--- config.mk ---
export PLATFORM = sky130hd
export DESIGN_NAME = rr_grant_scheduler
export DESIGN_NICKNAME = d
export VERILOG_FILES = /design/src/rtl/rr_grant_scheduler.sv
export SDC_FILE = /design/constraint.sdc
export NUM_CORES = 1
export LEC_CHECK = 0
export ABC_AREA = 1
export CORE_AREA = 4 4 44 55
export CTS_CLUSTER_DIAMETER = 40
export CTS_CLUSTER_SIZE = 20
export DETAILED_ROUTE_END_ITERATION = 12
export DIE_AREA = 0 0 48 59
export GPL_ROUTABILITY_DRIVEN = 0
export PLACE_DENSITY = 0.81
export SETUP_SLACK_MARGIN = 0.3
export SLEW_MARGIN = 15
export SYNTH_ARGS = -nofsm -noshare
export SYNTH_HDL_FRONTEND = slang
export SYNTH_SLANG_ARGS = --single-unit
--- constraint.sdc ---
create_clock -name clk -period 2.25 [get_ports clk]
set_input_delay 0.3375 -clock clk [delete_from_list [all_inputs] [get_ports clk]]
set_output_delay 0.3375 -clock clk [all_outputs]
set_load 0.05 [all_outputs]
--- src/rtl/rr_grant_scheduler.sv ---
// rr_grant_scheduler: round-robin single-grant arbiter with bounded hold time.
//
// A grant is issued from IDLE when en=1 and any req bit is set, choosing the
// first requester at or after the round-robin pointer. The grant is held until
// the owner pulses done, or until MAX_HOLD cycles elapse (timeout pulse).
// Every release returns to IDLE for at least one cycle, then the pointer moves
// one past the released owner.
//
// Ports:
//   clk      in   1        clock, all state on posedge
//   rst      in   1        synchronous active-high reset
//   en       in   1        arbitration enable (gates new grants only)
//   req      in   NUM_REQ  level request per requester
//   done     in   NUM_REQ  release pulse from the granted requester
//   gnt      out  NUM_REQ  one-hot grant (registered)
//   gnt_id   out  ID_W     index of granted requester, valid while busy
//   busy     out  1        a grant is active
//   timeout  out  1        one-cycle pulse when a grant is revoked at MAX_HOLD
module rr_grant_scheduler #(
  parameter int unsigned NUM_REQ  = 4,
  parameter int unsigned MAX_HOLD = 8
) (
  input  logic                       clk,
  input  logic                       rst,
  input  logic                       en,
  input  logic [NUM_REQ-1:0]         req,
  input  logic [NUM_REQ-1:0]         done,
  output logic [NUM_REQ-1:0]         gnt,
  output logic [$clog2(NUM_REQ)-1:0] gnt_id,
  output logic                       busy,
  output logic                       timeout
);

  localparam int unsigned ID_W  = $clog2(NUM_REQ);
  localparam int unsigned SUM_W = ID_W + 1;
  localparam int unsigned CNT_W = $clog2(MAX_HOLD + 1);

  typedef enum logic {
    ST_IDLE  = 1'b0,
    ST_GRANT = 1'b1
  } state_t;

  state_t               r_state;
  logic [NUM_REQ-1:0]   r_gnt;
  logic [ID_W-1:0]      r_gnt_id;
  logic                 r_busy;
  logic                 r_timeout;
  logic [CNT_W-1:0]     r_cnt;
  logic [ID_W-1:0]      r_ptr;

  state_t               w_state_nxt;
  logic [NUM_REQ-1:0]   w_gnt_nxt;
  logic [ID_W-1:0]      w_gnt_id_nxt;
  logic                 w_busy_nxt;
  logic                 w_timeout_nxt;
  logic [CNT_W-1:0]     w_cnt_nxt;
  logic [ID_W-1:0]      w_ptr_nxt;

  logic [2*NUM_REQ-1:0] w_req_dbl;
  logic [2*NUM_REQ-1:0] w_req_shift;
  logic [NUM_REQ-1:0]   w_req_rot;
  logic [ID_W-1:0]      w_off;
  logic [SUM_W-1:0]     w_sum;
  logic [ID_W-1:0]      w_sel;
  logic [NUM_REQ-1:0]   w_sel_onehot;
  logic                 w_done_hit;
  logic                 w_hold_max;
  logic [ID_W-1:0]      w_ptr_adv;

  // Rotate requests so the pointer position sits at bit 0, then find the
  // lowest set bit; the rotated offset is mapped back modulo NUM_REQ.
  always_comb begin
    w_req_dbl   = {req, req};
    w_req_shift = w_req_dbl >> r_ptr;
    w_req_rot   = w_req_shift[NUM_REQ-1:0];
    w_off       = '0;
    for (int j = int'(NUM_REQ) - 1; j >= 0; j--) begin
      if (w_req_rot[j]) begin
        w_off = ID_W'(j);
      end
    end
    w_sum = {1'b0, r_ptr} + {1'b0, w_off};
    if (w_sum >= SUM_W'(NUM_REQ)) begin
      w_sel = ID_W'(w_sum - SUM_W'(NUM_REQ));
    end else begin
      w_sel = ID_W'(w_sum);
    end
    w_sel_onehot = NUM_REQ'(1) << w_sel;
  end

  // Release conditions; done from non-owners is masked by the one-hot grant.
  always_comb begin
    w_done_hit = |(done & r_gnt);
    w_hold_max = (r_cnt == CNT_W'(MAX_HOLD));
    w_ptr_adv  = (r_gnt_id == ID_W'(NUM_REQ - 1)) ? '0 : r_gnt_id + ID_W'(1);
  end

  // Next-state and registered-output values.
  always_comb begin
    w_state_nxt   = r_state;
    w_gnt_nxt     = r_gnt;
    w_gnt_id_nxt  = r_gnt_id;
    w_busy_nxt    = r_busy;
    w_timeout_nxt = 1'b0;
    w_cnt_nxt     = r_cnt;
    w_ptr_nxt     = r_ptr;
    case (r_state)
      ST_IDLE: begin
        if (en && (|req)) begin
          w_state_nxt  = ST_GRANT;
          w_gnt_nxt    = w_sel_onehot;
          w_gnt_id_nxt = w_sel;
          w_busy_nxt   = 1'b1;
          w_cnt_nxt    = CNT_W'(1);
        end else begin
          w_gnt_nxt  = '0;
          w_busy_nxt = 1'b0;
        end
      end
      ST_GRANT: begin
        if (w_done_hit || w_hold_max) begin
          // done takes priority over the hold limit: no timeout pulse then.
          w_state_nxt   = ST_IDLE;
          w_gnt_nxt     = '0;
          w_busy_nxt    = 1'b0;
          w_cnt_nxt     = '0;
          w_ptr_nxt     = w_ptr_adv;
          w_timeout_nxt = !w_done_hit;
        end else begin
          w_cnt_nxt = r_cnt + CNT_W'(1);
        end
      end
      default: begin
        w_state_nxt = ST_IDLE;
        w_gnt_nxt   = '0;
        w_busy_nxt  = 1'b0;
        w_cnt_nxt   = '0;
      end
    endcase
  end

  // State and output registers with synchronous reset.
  always_ff @(posedge clk) begin
    if (rst) begin
      r_state   <= ST_IDLE;
      r_gnt     <= '0;
      r_gnt_id  <= '0;
      r_busy    <= 1'b0;
      r_timeout <= 1'b0;
      r_cnt     <= '0;
      r_ptr     <= '0;
    end else begin
      r_state   <= w_state_nxt;
      r_gnt     <= w_gnt_nxt;
      r_gnt_id  <= w_gnt_id_nxt;
      r_busy    <= w_busy_nxt;
      r_timeout <= w_timeout_nxt;
      r_cnt     <= w_cnt_nxt;
      r_ptr     <= w_ptr_nxt;
    end
  end

  assign gnt     = r_gnt;
  assign gnt_id  = r_gnt_id;
  assign busy    = r_busy;
  assign timeout = r_timeout;

endmodule
==> run_results.csv, run 1 <==
group,metric,value,unit
critical_path,crit_slowest_cell,"clkdlybuf4s50_1",
yosys,ys_async_sr_fraction,0,%
critical_path,arrival,1.49,ns
routing,drc,0,
yosys,yosysMostFrequentCell,"nand2_1",
critical_path,max_stage_delay,0.82,ns
place,dp_cells,157,
routing,vias,881,
critical_path,critPathKind,"reg -> out",
yosys,avgSynthCellArea,7.17,sq um
critical_path,path_buf_inv,1,
die,dieArea,2830,sq um
finish,drive_above_1_share,16.2,%
die,dieHeight,59,microns
global_routing,gr-total-overflow,0,
clock_tree,cts_tree,"yes",
yosys,yosysWarnings,0,
worst_hold_path,whs_path_depth,2,
clock_tree,cts_buffers,3,
critical_path,crit_chain,"clkdlybuf4s50_1",
yosys,synth_edf_count,0,
yosys,synth_top_cell_by_area,"dfxtp_1",
finish,postLayoutCoreUtil,57.8,%
worst_hold_path,hp-class,"reg -> reg",
timing,max_clock_freq,548,MHz
power,p_per_area,563,nW/um^2
critical_path,timing.rr.end,"gnt_id[1]",
global_routing,groute.layer.met3.usage,2.74,%
global_routing,grt_usage,16.3,%
die,die_w,48,microns
timing,timing.final.ws_setup,0.424,ns
run_status,status,"finished, final reports clean",
critical_path,cp-endpoint,"gnt_id[0]",
critical_path,path_max_fanout,4,
routing,drtIter0Drc,27,
die,core_area,1940,sq um
routing,ant_nets,0,
global_routing,grt_max_degree,13,
timing,tns,0,ns
place,dp_slack,0.0214,ns
timing,hold_viol_final,0,
critical_path,reg2reg_from,"r_ptr[0]",
timing,relSlewSlack,66.0,%
die,initial_utilization,44.8,%
routing,vias_per_cell,5.44,
finish,diodes,0,
timing,hold_ws,0.479,ns
clock_tree,hold_buffers,0,
clock_tree,clk_pin_slew,0.08,ns
place,dpl.hpwl,1.56,mm
yosys,syn-cell-area,867,sq um
critical_path,crit_family,"buffers and inverters",
routing,totalWireLength,2.04,mm
critical_path,ff2ff_path_depth,13,
critical_path,crit_required,1.91,ns
power,p_leak,0.509,nW
clock_tree,clk_latency,0.29,ns
die,rows,18,
critical_path,crit_start,"gnt_id[0]",
critical_path,cp_num_cells,1,
place,io_buffer_count,18,
clock_tree,cts-root-buf,"clkbuf_4",
global_routing,grt_use_met2,27.4,%
global_routing,grt_first_pass_wirelength,3.29,mm
run,cap_violations,0,
timing,finalCritPeriodShare,81.2,%
yosys,synth_cell_types,24,
critical_path,start_kind,"flop",
clock_tree,tritoncts_num_sinks,15,
yosys,ys_ff_latch,15,
timing,period_needed,1.83,ns
yosys,yosysSeqAreaShare,34.6,%
global_routing,gr-max-usage-layer,"met2",
timing,slew_viol_final,0,
global_routing,grtUsageMet1,18.3,%
power,p_total,630,uW
finish,nFillCells,185,
routing,wire_per_inst,12.6,microns
critical_path,rrSetupSlack,0.46,ns
place,placed_area,1060,sq um
clock_tree,htreeDepth,1,
power,peakVddDrop,322,uV
yosys,syn_nets,136,
yosys,synth-main-ff-cell,"dfxtp_1",
finish,fin_cells,162,
yosys,synth_top_area_share,34.6,%
die,io_pins,19,
timing,rsz0062_at_grt,"no",
finish,finalNetCount,158,
yosys,yosys-top-cells-area,"dfxtp_1 35%, nand2_1 12%, nand3_1 6.9%",
clock_tree,clk_path_buf_depth,2,
routing,dr.pass1.iters,4,
finish,areaGrowthSynthToFinish,29.0,%
critical_path,end_kind,"output port",
yosys,synthCells,121,
finish,final_area,1120,sq um
global_routing,grt_pass1_vias,819,
timing,fin_skew,0.00169,ns
yosys,ys_top_cells_by_count,"28 x nand2_1, 15 x dfxtp_1, 12 x nand3_1, 10 x inv_1",
timing,setup_viol,0,
timing,tightest_slew,0.509,ns
global_routing,antenna_found_initial,0,
==> sequential cells by signal, indices dropped and copies added, names as in the netlist <==
register  flops
r_cnt         4
gnt           4
busy          1
timeout       1
r_state       1
r_ptr         2
gnt_id        2
==> cell type report <==
cell class	instances	area, sq um	share of cell area [%]
Clock buffer	4	26.3	2.35
Inverter	13	48.8	4.36
Multi-Input combinational cell	91	515	46.1
Sequential cell	15	305	27.3
Tap cell	20	25.0	2.24
Timing Repair Buffer	19	198	17.7
==> metal layers <==
metal	share of wire (%)	vias to the layer above
li1	-	444
met1	39	401
met2	52	31
met3	6.9	5
met4	2.5	0
met5	0	-
==> cells in the final DEF (no fill, tap or decap), types with 4 or more instances in the layout <==
cell type	n
a21oi_1	8
clkdlybuf4s50_1	14
dfxtp_1	13
dlymetal6s2s_1	4
inv_1	10
nand2_1	28
nand2_2	6
nand3_1	12
nand4_1	8
nor2_1	8
==> worst min-delay path, stage by stage, from the launching register on <==
cell and delay, ns:
dfxtp_1 0.32, nand2_1 0.06, a21oi_1 0.06
==> where the power goes <==
group	internal (mW)	total, mW	leakage (nW)	switching [mW]
registers	0.281	0.299	0.124	0.0179
clock network	0.0691	0.155	0.0150	0.0858
logic	0.0676	0.176	0.370	0.109
==> how the worst min path moves through the flow <==
stage	from	endpoint	slack [ns]
4_1_cts	r_cnt[3]	r_cnt[3]	0.48
6_report	r_cnt[3]	r_cnt[3]	0.48
3_5_place_dp	r_cnt[3]	r_cnt[3]	0.47
2_1_floorplan	rst	timeout	0.42
3_3_place_gp	r_cnt[3]	r_cnt[3]	0.46
5_1_grt	r_cnt[3]	r_cnt[3]	0.49
==> what timing repair did <==
item | in CTS | in global routing
buffers inserted | 0 | 1
cloned | 0 | 0
pin swaps | 0 | 3
setup endpoints to repair | 1 | 5
resized for setup | 1 | 8
==> cell families (layout without fill, tap and decap cells) <==
| kind of cell | Yosys count | count (layout) | share of synthesized area [%] |
|---|---|---|---|
| buffers and inverters | 15 | 36 | 7.07 |
| adder cells (fa/ha/maj) | 4 | 4 | 5.77 |
| flip-flops | 15 | 15 | 34.6 |
| XOR/XNOR | 3 | 3 | 3.03 |
| AO/OA/AOI/OAI | 17 | 17 | 11.7 |
| AND/OR/NAND/NOR | 67 | 67 | 37.8 |
(Power assumes the default switching activity.)
==> inputs of run 2 (changes only) <==
clock period = 1.7 ns   (was 2.25 ns; I/O delays follow)
==> run 2 against run 1 <==
  * The flow now finishes with violations (setup timing)
  * Sequential share of layout area is 3.8 points lower
  * Utilization is 9.8 points higher
  * Design area is 17% higher
  * Die area stayed put
  * Global-route usage is 1.4 points higher
  * Worst hold slack better by 0.0036 ns
  * Largest cell class unchanged
  * Highest routed layer unchanged
==> run_results.csv, run 2 (synthesis gave the netlist of run 1 again) <==
group,metric,value,unit
run_status,status,"finished, violations left",
run_status,violations,"setup timing",
finish,final_common_cell,"nand2_1",
global_routing,grt_max_degree,12,
timing,tns,-0.195,ns
timing,slew_viol_final,0,
die,core_area,1940,sq um
timing,hold_viol_final,0,
finish,areaGrowthSynthToFinish,50.9,%
critical_path,crit_required,1.89,ns
routing,drtIter0Drc,16,
worst_hold_path,whs_path_depth,2,
worst_hold_path,hp-class,"reg -> reg",
timing,tightest_slew,0.403,ns
critical_path,ff2ff_path_depth,12,
power,p_per_area,697,nW/um^2
routing,totalWireLength,2.41,mm
die,dieHeight,59,microns
place,dpl.hpwl,1.60,mm
finish,layout_common_cells,"21 x nand2_1, 20 x buf_4, 13 x dfxtp_1",
timing,fin_skew,0.0113,ns
clock_tree,htreeDepth,1,
timing,max_clock_freq,565,MHz
die,initial_utilization,44.8,%
routing,wire_per_inst,13.9,microns
timing,relSlewSlack,73.1,%
place,io_buffer_count,18,
global_routing,gr-total-overflow,0,
critical_path,critPathKind,"reg -> reg",
die,dieArea,2830,sq um
power,peakVddDrop,596,uV
clock_tree,cts-root-buf,"clkbuf_4",
critical_path,reg2reg_from,"r_ptr[0]",
routing,dr.pass1.iters,4,
clock_tree,cts_tree,"yes",
timing,finalCritPeriodShare,104,%
critical_path,start_kind,"flop",
finish,diodes,0,
clock_tree,clk_path_buf_depth,2,
timing,period_needed,1.77,ns
global_routing,antenna_found_initial,0,
critical_path,path_max_fanout,6,
routing,ant_nets,0,
global_routing,grt_usage,17.7,%
die,die_w,48,microns
clock_tree,clk_pin_slew,0.10,ns
timing,rsz0062_at_grt,"yes",
critical_path,rrSetupSlack,-0.07,ns
routing,vias,900,
routing,vias_per_cell,5.17,
power,p_leak,0.582,nW
timing,setup_viol,4,
global_routing,grt_first_pass_wirelength,3.61,mm
timing,timing.final.ws_setup,-0.0711,ns
finish,drive_above_1_share,40.9,%
routing,drc,0,
clock_tree,tritoncts_num_sinks,15,
die,rows,18,
critical_path,timing.rr.end,"gnt_id[1]",
die,io_pins,19,
timing,hold_ws,0.482,ns
worst_hold_path,hold_end,"r_cnt[3]",
power,p_total,912,uW
clock_tree,cts_buffers,3,
clock_tree,hold_buffers,0,
worst_hold_path,hp-start,"r_cnt[3]",
clock_tree,clk_latency,0.28,ns
finish,finalNetCount,170,
critical_path,arrival,1.96,ns
global_routing,grt_pass1_vias,877,
critical_path,end_kind,"flop",
run,cap_violations,0,
run 2: layout make-up:
cell class,instances,area [sq um]
Multi-Input combinational cell,91,638
Sequential cell,15,308
Clock inverter,1,5.00
Inverter,13,53.8
Clock buffer,3,22.5
Fill cell,163,628
Tap cell,20,25.0
Timing Repair Buffer,31,256
run 2: how the worst max path moves through the flow:
| stage | to | slack, ns | cells after the start | start |
|---|---|---|---|---|
| final | gnt_id[1] | -0.07 | 12 | r_ptr[0] |
| after global routing | gnt_id[1] | -0.19 | 12 | r_ptr[0] |
| after CTS | gnt_id[1] | 0.008 | 13 | r_ptr[0] |
| after detailed placement | gnt_id[1] | -0.41 | 13 | req[1] |
| after global placement | gnt_id[1] | -0.33 | 13 | req[1] |
| after floorplan | gnt_id[1] | 0.06 | 13 | r_ptr[0] |
run 2: timing repair:
action,in CTS,in global routing
gates cloned,0,0
setup endpoints to repair,6,7
pin swaps,10,9
buffers inserted,4,2
gates resized for setup,23,13
run 2: power breakdown:
part	total [mW]	switching, mW	internal (mW)
registers	0.398	0.0269	0.371
clock network	0.199	0.111	0.0872
logic	0.316	0.184	0.132
total	0.912	0.322	0.590
run 2: per-layer routing:
layer  routed length, microns  GRT usage (%)  up-vias
met3                       66           2.13        4
met2                     1330           33.8       11
li1                         -              -      470
met1                      989           18.5      415
met5                        0              0        -
met4                       31           5.77        0
run 2: critical path, stage by stage, from the launching register on:
cell	delay, ns
dfxtp_4	0.41
buf_4	0.13
nand2_2	0.05
nand3_1	0.12
nand2_2	0.10
a21boi_4	0.15
ha_4	0.15
xor2_2	0.16
inv_1	0.08
nand3_2	0.09
nand2_2	0.09
o21ai_2	0.13
inv_1	0.04
run 2: through the flow:
| stage | setup slack [ns] | instance area, sq um | util, % | cells |
|---|---|---|---|---|
| floorplan | 0.0570 | 883 | - | 121 |
| global placement | -0.331 | 1110 | 57.2 | 164 |
| detailed placement | -0.412 | 1110 | 57.2 | 164 |
| CTS | 0.00756 | 1240 | 63.9 | 172 |
| global route | -0.192 | 1310 | 67.6 | 174 |
| finish | -0.0711 | 1310 | 67.6 | 174 |
==> inputs of run 3 (changes only) <==
CORE_AREA = 4 4 48 60   (was 4 4 44 55)
DIE_AREA = 0 0 52 64   (was 0 0 48 59)
PLACE_DENSITY = 0.7   (was 0.81)
==> run 3 against run 2 <==
  * The flow still finishes with violations (setup timing)
  * Maximum frequency grew 3.9%
  * Sequential power hardly changed
  * Sequential share of layout area grew 1.2 points
  * Worst hold slack got worse by 0.0059 ns
  * Utilization is 15 points lower
  * Non-clock buffer count is 3 lower
  * Clock power about the same
  * Combinational power shrank 11%
  * Critical endpoint unchanged
  * Largest cell class unchanged
==> run_results.csv, run 3 (synthesis gave the netlist of run 1 again) <==
group,metric,value,unit
timing,timing.final.ws_setup,-0.00411,ns
timing,max_clock_freq,587,MHz
die,die_w,52,microns
routing,ant_nets,0,
finish,finalNetCount,167,
place,io_buffer_count,18,
finish,areaGrowthSynthToFinish,43.0,%
timing,rsz0062_at_grt,"yes",
die,dieHeight,64,microns
timing,setup_viol,1,
routing,drc,0,
die,rows,20,
critical_path,path_buf_inv,3,
clock_tree,cts-root-buf,"clkbuf_4",
timing,fin_skew,0.00204,ns
clock_tree,cts_buffers,3,
critical_path,crit_required,1.88,ns
critical_path,cp_common_cell,"nand3_2",
die,dieArea,3330,sq um
critical_path,crit_slowest_cell,"dfxtp_4",
global_routing,grt_usage,15.2,%
power,peakVddDrop,371,uV
routing,drtIter0Drc,16,
clock_tree,htreeDepth,1,
finish,drive_above_1_share,33.8,%
global_routing,grt_first_pass_wirelength,3.95,mm
finish,nFillCells,246,
timing,tns,-0.00411,ns
clock_tree,cts_tree,"yes",
finish,multiInputGateArea,578,sq um
run,cap_violations,0,
timing,hold_viol_final,0,
clock_tree,clk_latency,0.28,ns
routing,dr.pass1.iters,4,
critical_path,end_kind,"flop",
timing,finalCritPeriodShare,100,%
power,p_per_area,707,nW/um^2
run_status,status,"finished, violations left",
clock_tree,clk_pin_slew,0.08,ns
routing,wire_per_inst,12.3,microns
global_routing,grt_max_degree,12,
place,dpl.hpwl,1.77,mm
clock_tree,clk_path_buf_depth,2,
critical_path,crit_family,"simple AND/OR/NAND/NOR gates",
critical_path,arrival,1.88,ns
critical_path,start_kind,"flop",
power,p_leak,0.553,nW
routing,totalWireLength,2.27,mm
die,initial_utilization,36.5,%
critical_path,crit_chain,"inv_6 > nand2_4 > nand3_2 > nand2_2 > nand3_2 > a21boi_2 > ha_4 > xor2_2 > inv_1 > nand3_2 > nand2_2 > o21ai_1 > inv_1",
die,io_pins,19,
timing,hold_ws,0.476,ns
timing,slew_viol_final,0,
clock_tree,tritoncts_num_sinks,15,
timing,relSlewSlack,73.8,%
global_routing,gr-total-overflow,0,
finish,seq_area,307,sq um
critical_path,critPathKind,"reg -> reg",
routing,vias_per_cell,4.97,
global_routing,antenna_found_initial,0,
global_routing,grt_pass1_vias,962,
finish,diodes,0,
critical_path,max_stage_delay,0.40,ns
run_status,violations,"setup timing",
timing,tightest_slew,0.393,ns
finish,layout_common_cells,"24 x nand2_1, 17 x buf_4, 12 x dfxtp_1",
finish,final_common_cell,"nand2_1",
routing,vias,915,
die,core_area,2380,sq um
critical_path,path_max_fanout,6,
worst_hold_path,hp-class,"reg -> reg",
timing,period_needed,1.70,ns
place,dp_slack,-0.409,ns
## run 3: cell count changes in the layout (fill, tap and decap cells not counted), sizes merged
| cell | change |
|---|---|
| buf | -3 |
| clkbuf | +1 |
| clkinv | -1 |
## run 3: per-stage QoR
stage               utilization (%)  instance area, sq um  power [mW]  cells
floorplan                         -                   883       0.565    121
global placement               47.3                  1120       0.647    177
detailed placement             47.3                  1120       0.655    177
CTS                            51.3                  1220       0.877    183
global route                   52.2                  1240       0.932    184
finish                         52.2                  1240       0.876    184
## run 3: final timing paths
path | start | end | slack (ns) | depth (start not counted)
min reg2reg | r_cnt[3] | r_cnt[3] | 0.48 | 2
max | r_ptr[0] | gnt_id[1] | -0.004 | 13
max reg2reg | r_ptr[0] | gnt_id[1] | -0.004 | 13
min | r_cnt[3] | r_cnt[3] | 0.48 | 2
## run 3: power breakdown
group          internal [mW]  switching (mW)  total, mW  leakage, nW
logic                  0.117           0.165      0.282        0.414
registers              0.372          0.0252      0.398        0.124
clock network         0.0910           0.106      0.197       0.0150
total                  0.580           0.296      0.876        0.553
## run 3: layer usage
metal,track usage [%],share of wire (%),vias up
met5,0,0,-
met4,5.25,1.1,0
li1,-,-,467
met3,2.56,2.7,4
met1,16.1,41,432
met2,28.8,55,12
## run 3: worst reg2reg max path, delay by kind of cell, from the launching register on
family,cells,cell delay [ns]
xor gates and xnor gates,1,0.17
adders and majority gates,1,0.15
and+or+nand+nor,6,0.43
buffers and inverters,3,0.18
DFF,1,0.40
AOI/OAI and AO/OA,2,0.27
## run 3: repair_timing
action | 4_1_cts | 5_1_grt
endpoints found under the setup margin | 6 | 10
gates resized for setup | 19 | 4
pin swaps | 11 | 6
buffers inserted | 2 | 1
hold buffers | 0 | 0
## run 3: cell type report
type / instances / share of cell area [%]
sequential: 15 / 24.7
timing repair buffer: 28 / 18.9
clock buffer: 4 / 2.12
inverter: 13 / 4.34
tap: 33 / 3.33
multi-input combinational: 91 / 46.6
